--- src/rtl/bw_mac_accumulator_pkg.sv ---
// Shared types and helpers for the Baugh-Wooley MAC accumulator stage.
package bw_mac_accumulator_pkg;

  typedef enum logic {
    ACCUM = 1'b0,
    HOLD  = 1'b1
  } state_e;

  localparam int PROD_W_DEF = 8;

  // Two's-complement bounds for a given width, returned wide so callers can slice.
  function automatic logic signed [63:0] signedMax(input int width);
    return (64'sd1 <<< (width - 1)) - 64'sd1;
  endfunction

  function automatic logic signed [63:0] signedMin(input int width);
    return -(64'sd1 <<< (width - 1));
  endfunction

endpackage

--- src/rtl/bw_mac_accumulator_if.sv ---
// Product-in / result-out handshakes of the MAC accumulator stage.
interface bw_mac_accumulator_if
  import bw_mac_accumulator_pkg::*;
#(
  parameter int PROD_W = PROD_W_DEF,
  parameter int ACC_W  = 12
) ();

  logic                     in_valid;
  logic                     in_ready;
  logic signed [PROD_W-1:0] in_prod;
  logic                     out_valid;
  logic                     out_ready;
  logic signed [ACC_W-1:0]  out_sum;
  logic                     out_sat;

  modport master (
    output in_valid,
    output in_prod,
    output out_ready,
    input  in_ready,
    input  out_valid,
    input  out_sum,
    input  out_sat
  );

  modport slave (
    input  in_valid,
    input  in_prod,
    input  out_ready,
    output in_ready,
    output out_valid,
    output out_sum,
    output out_sat
  );

endinterface

--- src/rtl/bw_sat_add.sv ---
// Combinational signed adder that clamps to the ACC_W two's-complement range.
module bw_sat_add
  import bw_mac_accumulator_pkg::*;
#(
  parameter int ACC_W = 12
) (
  input  logic signed [ACC_W-1:0] acc_i,
  input  logic signed [ACC_W-1:0] opnd_i,
  output logic signed [ACC_W-1:0] sum_o,
  output logic                    sat_o
);

  localparam logic signed [63:0]      MAX64  = signedMax(ACC_W);
  localparam logic signed [63:0]      MIN64  = signedMin(ACC_W);
  localparam logic signed [ACC_W:0]   MAX_W  = MAX64[ACC_W:0];
  localparam logic signed [ACC_W:0]   MIN_W  = MIN64[ACC_W:0];
  localparam logic signed [ACC_W-1:0] MAX_V  = MAX64[ACC_W-1:0];
  localparam logic signed [ACC_W-1:0] MIN_V  = MIN64[ACC_W-1:0];

  logic signed [ACC_W:0] wideSum;

  // One extra bit is enough to hold any sum of two ACC_W operands exactly.
  assign wideSum = (ACC_W + 1)'(acc_i) + (ACC_W + 1)'(opnd_i);

  always_comb begin
    sum_o = wideSum[ACC_W-1:0];
    sat_o = 1'b0;
    if (wideSum > MAX_W) begin
      sum_o = MAX_V;
      sat_o = 1'b1;
    end else if (wideSum < MIN_W) begin
      sum_o = MIN_V;
      sat_o = 1'b1;
    end
  end

endmodule

--- src/rtl/bw_mac_accumulator.sv ---
// Accumulates FRAME_LEN signed products into a saturating sum and hands the
// result downstream through a valid/ready handshake.
module bw_mac_accumulator
  import bw_mac_accumulator_pkg::*;
#(
  parameter int PROD_W    = PROD_W_DEF,
  parameter int ACC_W     = 12,
  parameter int FRAME_LEN = 4
) (
  input  logic                 clk,
  input  logic                 rst_n,
  input  logic                 clr,
  bw_mac_accumulator_if.slave  bus
);

  localparam int                CNT_W    = $clog2(FRAME_LEN + 1);
  localparam logic [CNT_W-1:0]  LAST_CNT = CNT_W'(FRAME_LEN - 1);

  state_e                  state_q, state_d;
  logic signed [ACC_W-1:0] acc_q, acc_d;
  logic [CNT_W-1:0]        cnt_q, cnt_d;
  logic                    satFlag_q, satFlag_d;
  logic                    outValid_q, outValid_d;
  logic signed [ACC_W-1:0] outSum_q, outSum_d;
  logic                    outSat_q, outSat_d;

  logic signed [ACC_W-1:0] prodExt;
  logic signed [ACC_W-1:0] addSum;
  logic                    addSat;

  assign prodExt = ACC_W'(bus.in_prod);

  bw_sat_add #(
    .ACC_W (ACC_W)
  ) u_sat_add (
    .acc_i  (acc_q),
    .opnd_i (prodExt),
    .sum_o  (addSum),
    .sat_o  (addSat)
  );

  // clr outranks everything; in HOLD the input side is closed entirely.
  always_comb begin
    state_d    = state_q;
    acc_d      = acc_q;
    cnt_d      = cnt_q;
    satFlag_d  = satFlag_q;
    outValid_d = outValid_q;
    outSum_d   = outSum_q;
    outSat_d   = outSat_q;
    if (clr) begin
      state_d    = ACCUM;
      acc_d      = '0;
      cnt_d      = '0;
      satFlag_d  = 1'b0;
      outValid_d = 1'b0;
    end else begin
      case (state_q)
        ACCUM: begin
          if (bus.in_valid) begin
            if (cnt_q == LAST_CNT) begin
              outSum_d   = addSum;
              outSat_d   = satFlag_q | addSat;
              outValid_d = 1'b1;
              state_d    = HOLD;
              acc_d      = '0;
              cnt_d      = '0;
              satFlag_d  = 1'b0;
            end else begin
              acc_d     = addSum;
              cnt_d     = cnt_q + CNT_W'(1);
              satFlag_d = satFlag_q | addSat;
            end
          end
        end
        HOLD: begin
          if (bus.out_ready) begin
            outValid_d = 1'b0;
            state_d    = ACCUM;
          end
        end
        default: begin
          state_d = ACCUM;
        end
      endcase
    end
  end

  always_ff @(posedge clk or negedge rst_n) begin
    if (!rst_n) begin
      state_q    <= ACCUM;
      acc_q      <= '0;
      cnt_q      <= '0;
      satFlag_q  <= 1'b0;
      outValid_q <= 1'b0;
      outSum_q   <= '0;
      outSat_q   <= 1'b0;
    end else begin
      state_q    <= state_d;
      acc_q      <= acc_d;
      cnt_q      <= cnt_d;
      satFlag_q  <= satFlag_d;
      outValid_q <= outValid_d;
      outSum_q   <= outSum_d;
      outSat_q   <= outSat_d;
    end
  end

  assign bus.in_ready  = (state_q == ACCUM);
  assign bus.out_valid = outValid_q;
  assign bus.out_sum   = outSum_q;
  assign bus.out_sat   = outSat_q;

endmodule

--- src/flat_wrapper.sv ---
// flat-port wrapper written by rule: the top's interface ports become plain ports
module bw_mac_accumulator_flat import bw_mac_accumulator_pkg::*;
#(
  parameter int PROD_W    = PROD_W_DEF,
  parameter int ACC_W     = 12,
  parameter int FRAME_LEN = 4
)
  (clk, rst_n, clr, bus_in_valid, bus_in_prod, bus_out_ready, bus_in_ready, bus_out_valid, bus_out_sum, bus_out_sat);
  bw_mac_accumulator_if #(.PROD_W(PROD_W), .ACC_W(ACC_W)) bus_i ();
  input  logic clk;
  input  logic rst_n;
  input  logic clr;
  input wire logic [$bits(bus_i.in_valid)-1:0] bus_in_valid;
  input wire logic [$bits(bus_i.in_prod)-1:0] bus_in_prod;
  input wire logic [$bits(bus_i.out_ready)-1:0] bus_out_ready;
  output wire logic [$bits(bus_i.in_ready)-1:0] bus_in_ready;
  output wire logic [$bits(bus_i.out_valid)-1:0] bus_out_valid;
  output wire logic [$bits(bus_i.out_sum)-1:0] bus_out_sum;
  output wire logic [$bits(bus_i.out_sat)-1:0] bus_out_sat;
  assign bus_i.in_valid = bus_in_valid;
  assign bus_i.in_prod = bus_in_prod;
  assign bus_i.out_ready = bus_out_ready;
  assign bus_in_ready = bus_i.in_ready;
  assign bus_out_valid = bus_i.out_valid;
  assign bus_out_sum = bus_i.out_sum;
  assign bus_out_sat = bus_i.out_sat;
  bw_mac_accumulator #(.PROD_W(PROD_W), .ACC_W(ACC_W), .FRAME_LEN(FRAME_LEN)) u_core (.clk(clk), .rst_n(rst_n), .clr(clr), .bus(bus_i));
endmodule
--- config.mk ---
export PLATFORM = sky130hd
export DESIGN_NAME = bw_mac_accumulator_flat
export DESIGN_NICKNAME = d
export VERILOG_FILES = /design/src/rtl/bw_mac_accumulator_pkg.sv /design/src/rtl/bw_mac_accumulator_if.sv /design/src/rtl/bw_sat_add.sv /design/src/rtl/bw_mac_accumulator.sv /design/src/flat_wrapper.sv
export SDC_FILE = /design/constraint.sdc
export NUM_CORES = 1
export LEC_CHECK = 0
export ABC_CLOCK_PERIOD_IN_PS = 2110
export BUFFER_PORTS_ARGS = -buffer_cell sky130_fd_sc_hd__buf_2
export CAP_MARGIN = 20
export CORE_MARGIN = 10
export CORE_UTILIZATION = 45
export CTS_CLUSTER_DIAMETER = 120
export DETAILED_ROUTE_END_ITERATION = 10
export GPL_TIMING_DRIVEN = 0
export PLACE_DENSITY = 0.69
export SYNTH_ARGS = -nofsm -noshare
export SYNTH_HDL_FRONTEND = slang
export SYNTH_SLANG_ARGS = --single-unit
--- constraint.sdc ---
create_clock -name clk -period 2.11 [get_ports clk]
set_input_delay 0.422 -clock clk [delete_from_list [all_inputs] [get_ports clk]]
set_output_delay 0.422 -clock clk [all_outputs]
set_load 0.03 [all_outputs]
==> results.txt, run 1 <==
Pwr Total - 3.488 mW
Post-synth top area cell - dfrtp_1
Synth Instances - 204
Worst skew pair latency - 290 ps
Synth-to-Final Area Change - 41.37%
Hold_ws - 161.6 ps
Worst hold path class - in -> async
Peak supply drop - 0.0008926 V
Clock sink count - 31
Pre-Repair DR Iteration Count - 4
DIE WIDTH - 84.09 um
Reg2reg setup slack - -200 ps
Critical path arrival - 2470 ps
Post-synthesis cell type count - 43
Via count - 1639
Endpoints failing hold - 0
Clock skew - 7.801 ps
Post-CTS Hold Fix Bufs - 0
Ys async rst share - 100.0%
Num rows - 23
Relative slew margins - 36.19%
Worst setup margin - -200.2 ps
Setup crit start kind - flip-flop
CTS Root Cell - clkbuf_8
CP Capture Type - flip-flop
Drt wl/cell - 16.35 um
GP Congestion - 0.8125
Ys Warns - 0
CP Data Required Time - 2270 ps
DRT iter0 DRCs - 84
PwrDens - 1335 nW/um2
Layout cells sized above 1 - 40.56%
Final instance area - 2613 um2
CTS H-tree depth - 2
Number of routed nets with antenna violations - 0
First-pass GRT wire length - 7783 um
Non-filler cells, final - 299
DRC - 0
Max Fclk - 432.9 MHz
Largest net degree at the start of global routing - 32
# diodes - 0
Number of I/O port buffers - 27
Initial Utilization - 46.20%
CTS tree - built
Worst slew pin tran - 949.8 ps
Status - finished with violations
Grt ovf - 0
Worst-case clock buffer depth - 2
Tmin final - 2310 ps
NumNets Final - 275
I/O pins - 28
Ys flop type - dfrtp_1
Vias per inst - 5.482
Share of the synthesized area in the top cell type - 41.98%
Die area - 7070 um2
Clock transition at the registers of the reported paths - 70 ps
# setup viols final - 24
Area of the core - 4000 um2
Sequential area share after synthesis - 41.98%
Failing checks - negative setup slack
GR Util All Layers - 13.05%
Die H - 84.09 um
Static Leak - 1.191 nW
Final period utilization - 109.5%
RSZ-0062 raised after global routing - true
Initial antenna violation count - 0
Vias in the first global route - 1641
EDFF count, synth - 0
Synth Net Count - 231
Critical path peak fanout - 5
DP Wirelength - 3458 um
CP Class - reg -> reg
Detailed Route WL - 4889 um
Cts bufs inserted - 5
Post-synthesis cell area - 1848 um2
Final slew viol count - 0
FILL cells - 307
Synth top area cells - dfrtp_1, ha_1, nand2_1
Avg Cell Area, Syn - 9.059 um2
Synth Register Bits - 31
Dpl cells - 281
Max cap viols - 0
DP Area - 2213 um2
[where the power goes]
group	internal [mW]	switching [mW]	leakage [nW]
clock	0.382	0.228	0.0612
combinational	0.882	1.13	0.715
sequential	0.751	0.119	0.414
total	2.02	1.47	1.19
[what timing repair did]
item / 4_1_cts / 5_1_grt
resized for setup: 18 / 24
cloned: 0 / 1
endpoints found under the setup margin: 24 / 24
pin swaps: 5 / 6
buffers inserted: 5 / 4
[layer usage]
layer  wire (um)  track usage, %
met5           0               0
met4          70           5.632
met3         172           2.930
met2        2348           19.92
met1        2297           17.03
[path summary, 6_finish.rpt]
kind | startpoint | endpoint | depth (start not counted)
min in group clk | bus_out_ready | u_core.state_q | 2
worst min-delay path | rst_n | u_core.acc_q[1] | 1
worst max-delay path | u_core.acc_q[6] | u_core.acc_q[4] | 9
worst max register to register | u_core.acc_q[6] | u_core.acc_q[4] | 9
worst min register to register | u_core.bus.out_sum[9] | u_core.bus.out_sum[9] | 2
max in group asynchronous | rst_n | u_core.acc_q[7] | 1
[critical path, stage by stage, from the launching register on]
cell and delay (ps):
dfrtp_1 430, ha_4 310, nand2_4 60, nor4_4 330
o2111ai_2 140, nand2_2 140, mux2_4 360, buf_12 150
a22oi_1 150, o21ai_1 100
[Yosys cell counts (all sizes together), types with 2 or more instances]
master	number
dfrtp	31
nand2	30
o21ai	22
a21oi	21
nor2	20
ha	13
inv	7
a22o	5
a22oi	5
nand2b	5
xnor2	4
a211oi	3
clkbuf	3
nand3	3
nor2b	3
nor3	3
a21o	2
buf	2
mux2	2
mux2i	2
or3	2
xor2	2
[registers in the layout, indices dropped and copies added, names as in the netlist]
register	count
u_core.acc_q	12
u_core.cnt_q	3
u_core.state_q	1
u_core.bus.out_sum	12
u_core.satFlag_q	1
u_core.bus.out_valid	1
u_core.bus.out_sat	1
[kinds of logic (layout without fill, tap and decap cells)]
logic type | count (synthesis) | count (layout) | synth area share, %
buf+inv | 12 | 57 | 3.047
flops | 31 | 31 | 41.98
xor+xnor | 6 | 6 | 2.844
compound gates | 67 | 67 | 22.48
fa+ha+maj | 14 | 14 | 9.885
mux | 4 | 4 | 2.505
simple gates | 70 | 70 | 17.26
[placed cells by master, fill, tap and decap left out, types with 5 or more instances in the layout]
cell      count
buf_2        27
a22o_1        5
dfrtp_1      31
buf_4         9
o21ai_1      13
ha_1          5
clkbuf_8      6
inv_1         6
a21oi_2       8
nand2_1      24
a21oi_1       9
o21ai_0       5
nor2_1       15
ha_4          7
nand2_4       5
[per-stage QoR]
step | utilization [%] | TNS [ps] | setup slack [ps]
after floorplan | - | -722.0 | -48.65
after global placement | 55.33 | -8866 | -453.0
after detailed placement | 55.33 | -8747 | -432.9
after CTS | 61.24 | -3275 | -180.1
after global routing | 65.31 | -5785 | -279.6
final | 65.31 | -3317 | -200.2
[final cells by class]
cell class,count,area (um2),area share [%]
plain buffers,5,42.54,1.628
flip-flops and latches,31,775.7,29.69
well taps,50,62.56,2.395
inverters,7,26.28,1.006
clock buffers,6,82.58,3.161
repair buffers,37,227.7,8.716
multi-input cells,161,1360,52.06
clock inverters,2,35.03,1.341
Power figures use the tool's default switching activity.
==> run 2: changes to the inputs <==
--- a/config.mk
+++ b/config.mk
@@ -5,15 +5,18 @@
 export SDC_FILE = /design/constraint.sdc
 export NUM_CORES = 1
 export LEC_CHECK = 0
+export ABC_AREA = 1
 export ABC_CLOCK_PERIOD_IN_PS = 2110
 export BUFFER_PORTS_ARGS = -buffer_cell sky130_fd_sc_hd__buf_2
 export CAP_MARGIN = 20
+export CELL_PAD_IN_SITES_DETAIL_PLACEMENT = 0
+export CELL_PAD_IN_SITES_GLOBAL_PLACEMENT = 1
 export CORE_MARGIN = 10
-export CORE_UTILIZATION = 45
+export CORE_UTILIZATION = 37
 export CTS_CLUSTER_DIAMETER = 120
 export DETAILED_ROUTE_END_ITERATION = 10
 export GPL_TIMING_DRIVEN = 0
-export PLACE_DENSITY = 0.69
+export PLACE_DENSITY = 0.76
 export SYNTH_ARGS = -nofsm -noshare
 export SYNTH_HDL_FRONTEND = slang
 export SYNTH_SLANG_ARGS = --single-unit
==> run 2 against run 1 <==
  * The run now ends clean
  * Critical path depth up 4
  * Sequential share of layout area down 0.31 points
  * Total power down 16%
  * Core utilization down 14 points
  * Clock skew down 4.2 ps
  * Clock power down 22%
  * Via count up 14%
  * Register-to-register slack better by 240 ps
  * Non-clock buffer count down 1
==> results.txt, run 2 <==
Number of I/O port buffers - 27 (unchanged)
RR Startpoint - u_core.acc_q[0] (was u_core.acc_q[6])
Tmin final - 2066 ps (was 2310 ps)
Relative slew margins - 53.24% (was 36.19%)
Sequential area share after synthesis - 38.82% (was 41.98%)
CTS tree - built (unchanged)
CP Class - reg -> reg (unchanged)
DRT iter0 DRCs - 81 (was 84)
Hold_ws - 184.6 ps (was 161.6 ps)
Setup crit start kind - flip-flop (unchanged)
Initial Utilization - 38.63% (was 46.20%)
Internal - 1.630 mW (was 2.015 mW)
EDFF count, synth - 0 (unchanged)
# setup viols final - 0 (was 24)
NumNets Final - 351 (was 275)
Count leader, synth - nand2_1 (was dfrtp_1)
Grt ovf - 0 (unchanged)
Num rows - 26 (was 23)
Seq pwr share - 28.1% (was 24.9%)
Share of the synthesized area in the top cell type - 38.82% (was 41.98%)
# diodes - 0 (unchanged)
DP Area - 2221 um2 (was 2213 um2)
Worst hold path class - in -> async (unchanged)
Most common cell after layout, fill and taps aside - nand2_1 (was dfrtp_1)
Vias in the first global route - 1881 (was 1641)
Top cells by count, synth - nand2_1, dfrtp_1, inv_1, ha_1 (was dfrtp_1, nand2_1, a21oi_1, nor2_1, o21ai_0)
Switching Share - 44.10% (was 42.22%)
Dpl cells - 379 (was 281)
Max cap viols - 0 (unchanged)
Most frequent cells in the layout - nand2_1, dfrtp_1, nand2_2 (was dfrtp_1, buf_2, nand2_1)
Status - finished clean (was finished with violations)
Pwr Total - 2.915 mW (was 3.488 mW)
Worst slew pin tran - 701.5 ps (was 949.8 ps)
Post-CTS Hold Fix Bufs - 0 (unchanged)
Worst skew pair latency - 280 ps (was 290 ps)
Post-synth top area cell - dfrtp_1 (unchanged)
GP Congestion - 0.7788 (was 0.8125)
Pre-Repair DR Iteration Count - 6 (was 4)
Die area - 8739 um2 (was 7070 um2)
Worst setup margin - 43.56 ps (was -200.2 ps)
Largest net degree at the start of global routing - 32 (unchanged)
Ys flop type - dfrtp_1 (unchanged)
CTS Root Cell - clkbuf_8 (unchanged)
Final period utilization - 97.94% (was 109.5%)
Post-synthesis cell area - 1998 um2 (was 1848 um2)
RSZ-0062 raised after global routing - true (unchanged)
First-pass GRT wire length - 8749 um (was 7783 um)
Final core utilization - 51.04% (was 65.31%)
Final instance area - 2640 um2 (was 2613 um2)
Clock share of power - 16.2% (was 17.5%)
Clock skew - 3.576 ps (was 7.801 ps)
I/O pins - 28 (unchanged)
Via count - 1869 (was 1639)
Non-filler cells, final - 394 (was 299)
Sw Pwr - 1.285 mW (was 1.472 mW)
Setup TNS - 0 ps (was -3317 ps)
Synth Register Bits - 31 (unchanged)
Final slew viol count - 0 (unchanged)
Layout cells sized above 1 - 33.64% (was 40.56%)
CP Data Required Time - 2330 ps (was 2270 ps)
Initial antenna violation count - 0 (unchanged)
Reg-to-Reg End - u_core.bus.out_sum[5] (was u_core.acc_q[4])
Max Fclk - 483.9 MHz (was 432.9 MHz)
Ys async rst share - 100.0% (unchanged)
Combinational power share - 55.7% (was 57.6%)
Worst-case clock buffer depth - 2 (unchanged)
Clock transition at the registers of the reported paths - 70 ps (about the same)
DP Wirelength - 3952 um (was 3458 um)
PwrDens - 1104 nW/um2 (was 1335 nW/um2)
GR Util All Layers - 12.29% (was 13.05%)
Area of the core - 5172 um2 (was 4000 um2)
Detailed Route WL - 5185 um (was 4889 um)
CTS H-tree depth - 2 (unchanged)
Synth top area cells - dfrtp_1, nand2_1, ha_1 (was dfrtp_1, ha_1, nand2_1)
DRC - 0 (unchanged)
Worst R2R Path Depth - 13 (was 9)
Clock sink count - 31 (unchanged)
Pre-CTS worst setup slack - -328.2 ps (was -432.9 ps)
Synth Net Count - 309 (was 231)
Vias per inst - 4.744 (was 5.482)
Avg Cell Area, Syn - 7.086 um2 (was 9.059 um2)
Critical path arrival - 2290 ps (was 2470 ps)
Synth Instances - 282 (was 204)
Peak supply drop - 0.0006461 V (was 0.0008926 V)
Cts bufs inserted - 5 (unchanged)
Post-synthesis cell type count - 25 (was 43)
CP Capture Type - flip-flop (unchanged)
Drt wl/cell - 13.16 um (was 16.35 um)
Critical path peak fanout - 5 (unchanged)
Die H - 93.49 um (was 84.09 um)
Endpoints failing hold - 0 (unchanged)
Reg2reg setup slack - 40 ps (was -200 ps)
DIE WIDTH - 93.49 um (was 84.09 um)
Ys Warns - 0 (unchanged)
Static Leak - 1.473 nW (was 1.191 nW)
Number of routed nets with antenna violations - 0 (unchanged)
Synth-to-Final Area Change - 32.12% (was 41.37%)
## run 2: changes by cell type in the layout (fill, tap and decap cells not counted), sizes merged, moves of 4 or more
cell    change
nor2        -8
nand3      +10
a22o        -4
o21ai      -17
inv        +23
nand4       +4
nand2     +114
a21oi      -12
a22oi       -5
nand2b      -5
## run 2: power by group through the flow
stage	Combinational (mW)	Sequential, mW	Clock, mW
4_1_cts	1.24	0.810	0.486
6_report	1.62	0.819	0.473
2_1_floorplan	0.772	0.945	0
5_1_grt	1.81	0.836	0.518
3_5_place_dp	1.22	0.821	0
3_3_place_gp	1.21	0.816	0
## run 2: final cells by class
cell class / instances / area (um2)
Timing Repair Buffer: 35 / 216.5
Sequential cell: 31 / 775.7
Clock inverter: 1 / 5.005
Clock buffer: 6 / 82.58
Buffer: 6 / 50.05
Fill cell: 525 / 2532
Tap cell: 70 / 87.58
Inverter: 30 / 112.6
Multi-Input combinational cell: 215 / 1310
## run 2: critical path, cell delays in order (launching register included)
cell,delay [ps]
dfrtp_1,360
ha_2,190
inv_2,40
fa_2,390
o21ai_2,190
nand2_2,110
nand3_2,80
nand2_1,70
nand2_2,110
nand2_4,90
clkbuf_16,170
nand2_2,80
nand2_2,50
nand2_2,80
## run 2: kinds of logic after synthesis
group / count (synthesis) / share of synthesized area (%)
AOI/OAI and AO/OA: 17 / 5.073
and+or+nand+nor: 177 / 36.38
adders and majority gates: 14 / 9.142
xor gates and xnor gates: 7 / 3.068
buffers and inverters: 36 / 7.514
DFF: 31 / 38.82
## run 2: repair_timing
action	CTS	global route
endpoints found under the setup margin	24	26
resized for setup	1	61
pin swaps	1	25
gates cloned	0	1
buffers inserted	1	6
## run 2: how the worst max path moves through the flow
stage / start / to / slack, ps / cells after the start
6_report: u_core.acc_q[0] / u_core.bus.out_sum[5] / 40 / 13
5_1_grt: u_core.acc_q[8] / u_core.bus.out_sum[8] / -90 / 13
4_1_cts: u_core.acc_q[0] / u_core.bus.out_sum[5] / 6 / 14
3_5_place_dp: bus_in_prod[0] / u_core.bus.out_sum[6] / -330 / 15
3_3_place_gp: bus_in_prod[0] / u_core.acc_q[6] / -320 / 15
2_1_floorplan: bus_in_prod[0] / u_core.bus.out_sum[5] / 90 / 14
## run 2: per-layer routing
layer	global-route usage, %	up-vias	share of wire (%)
met3	4.077	7	5.4
met5	0	-	0
met4	3.599	0	1.1
met2	19.43	30	47
li1	-	959	-
met1	15.48	873	46
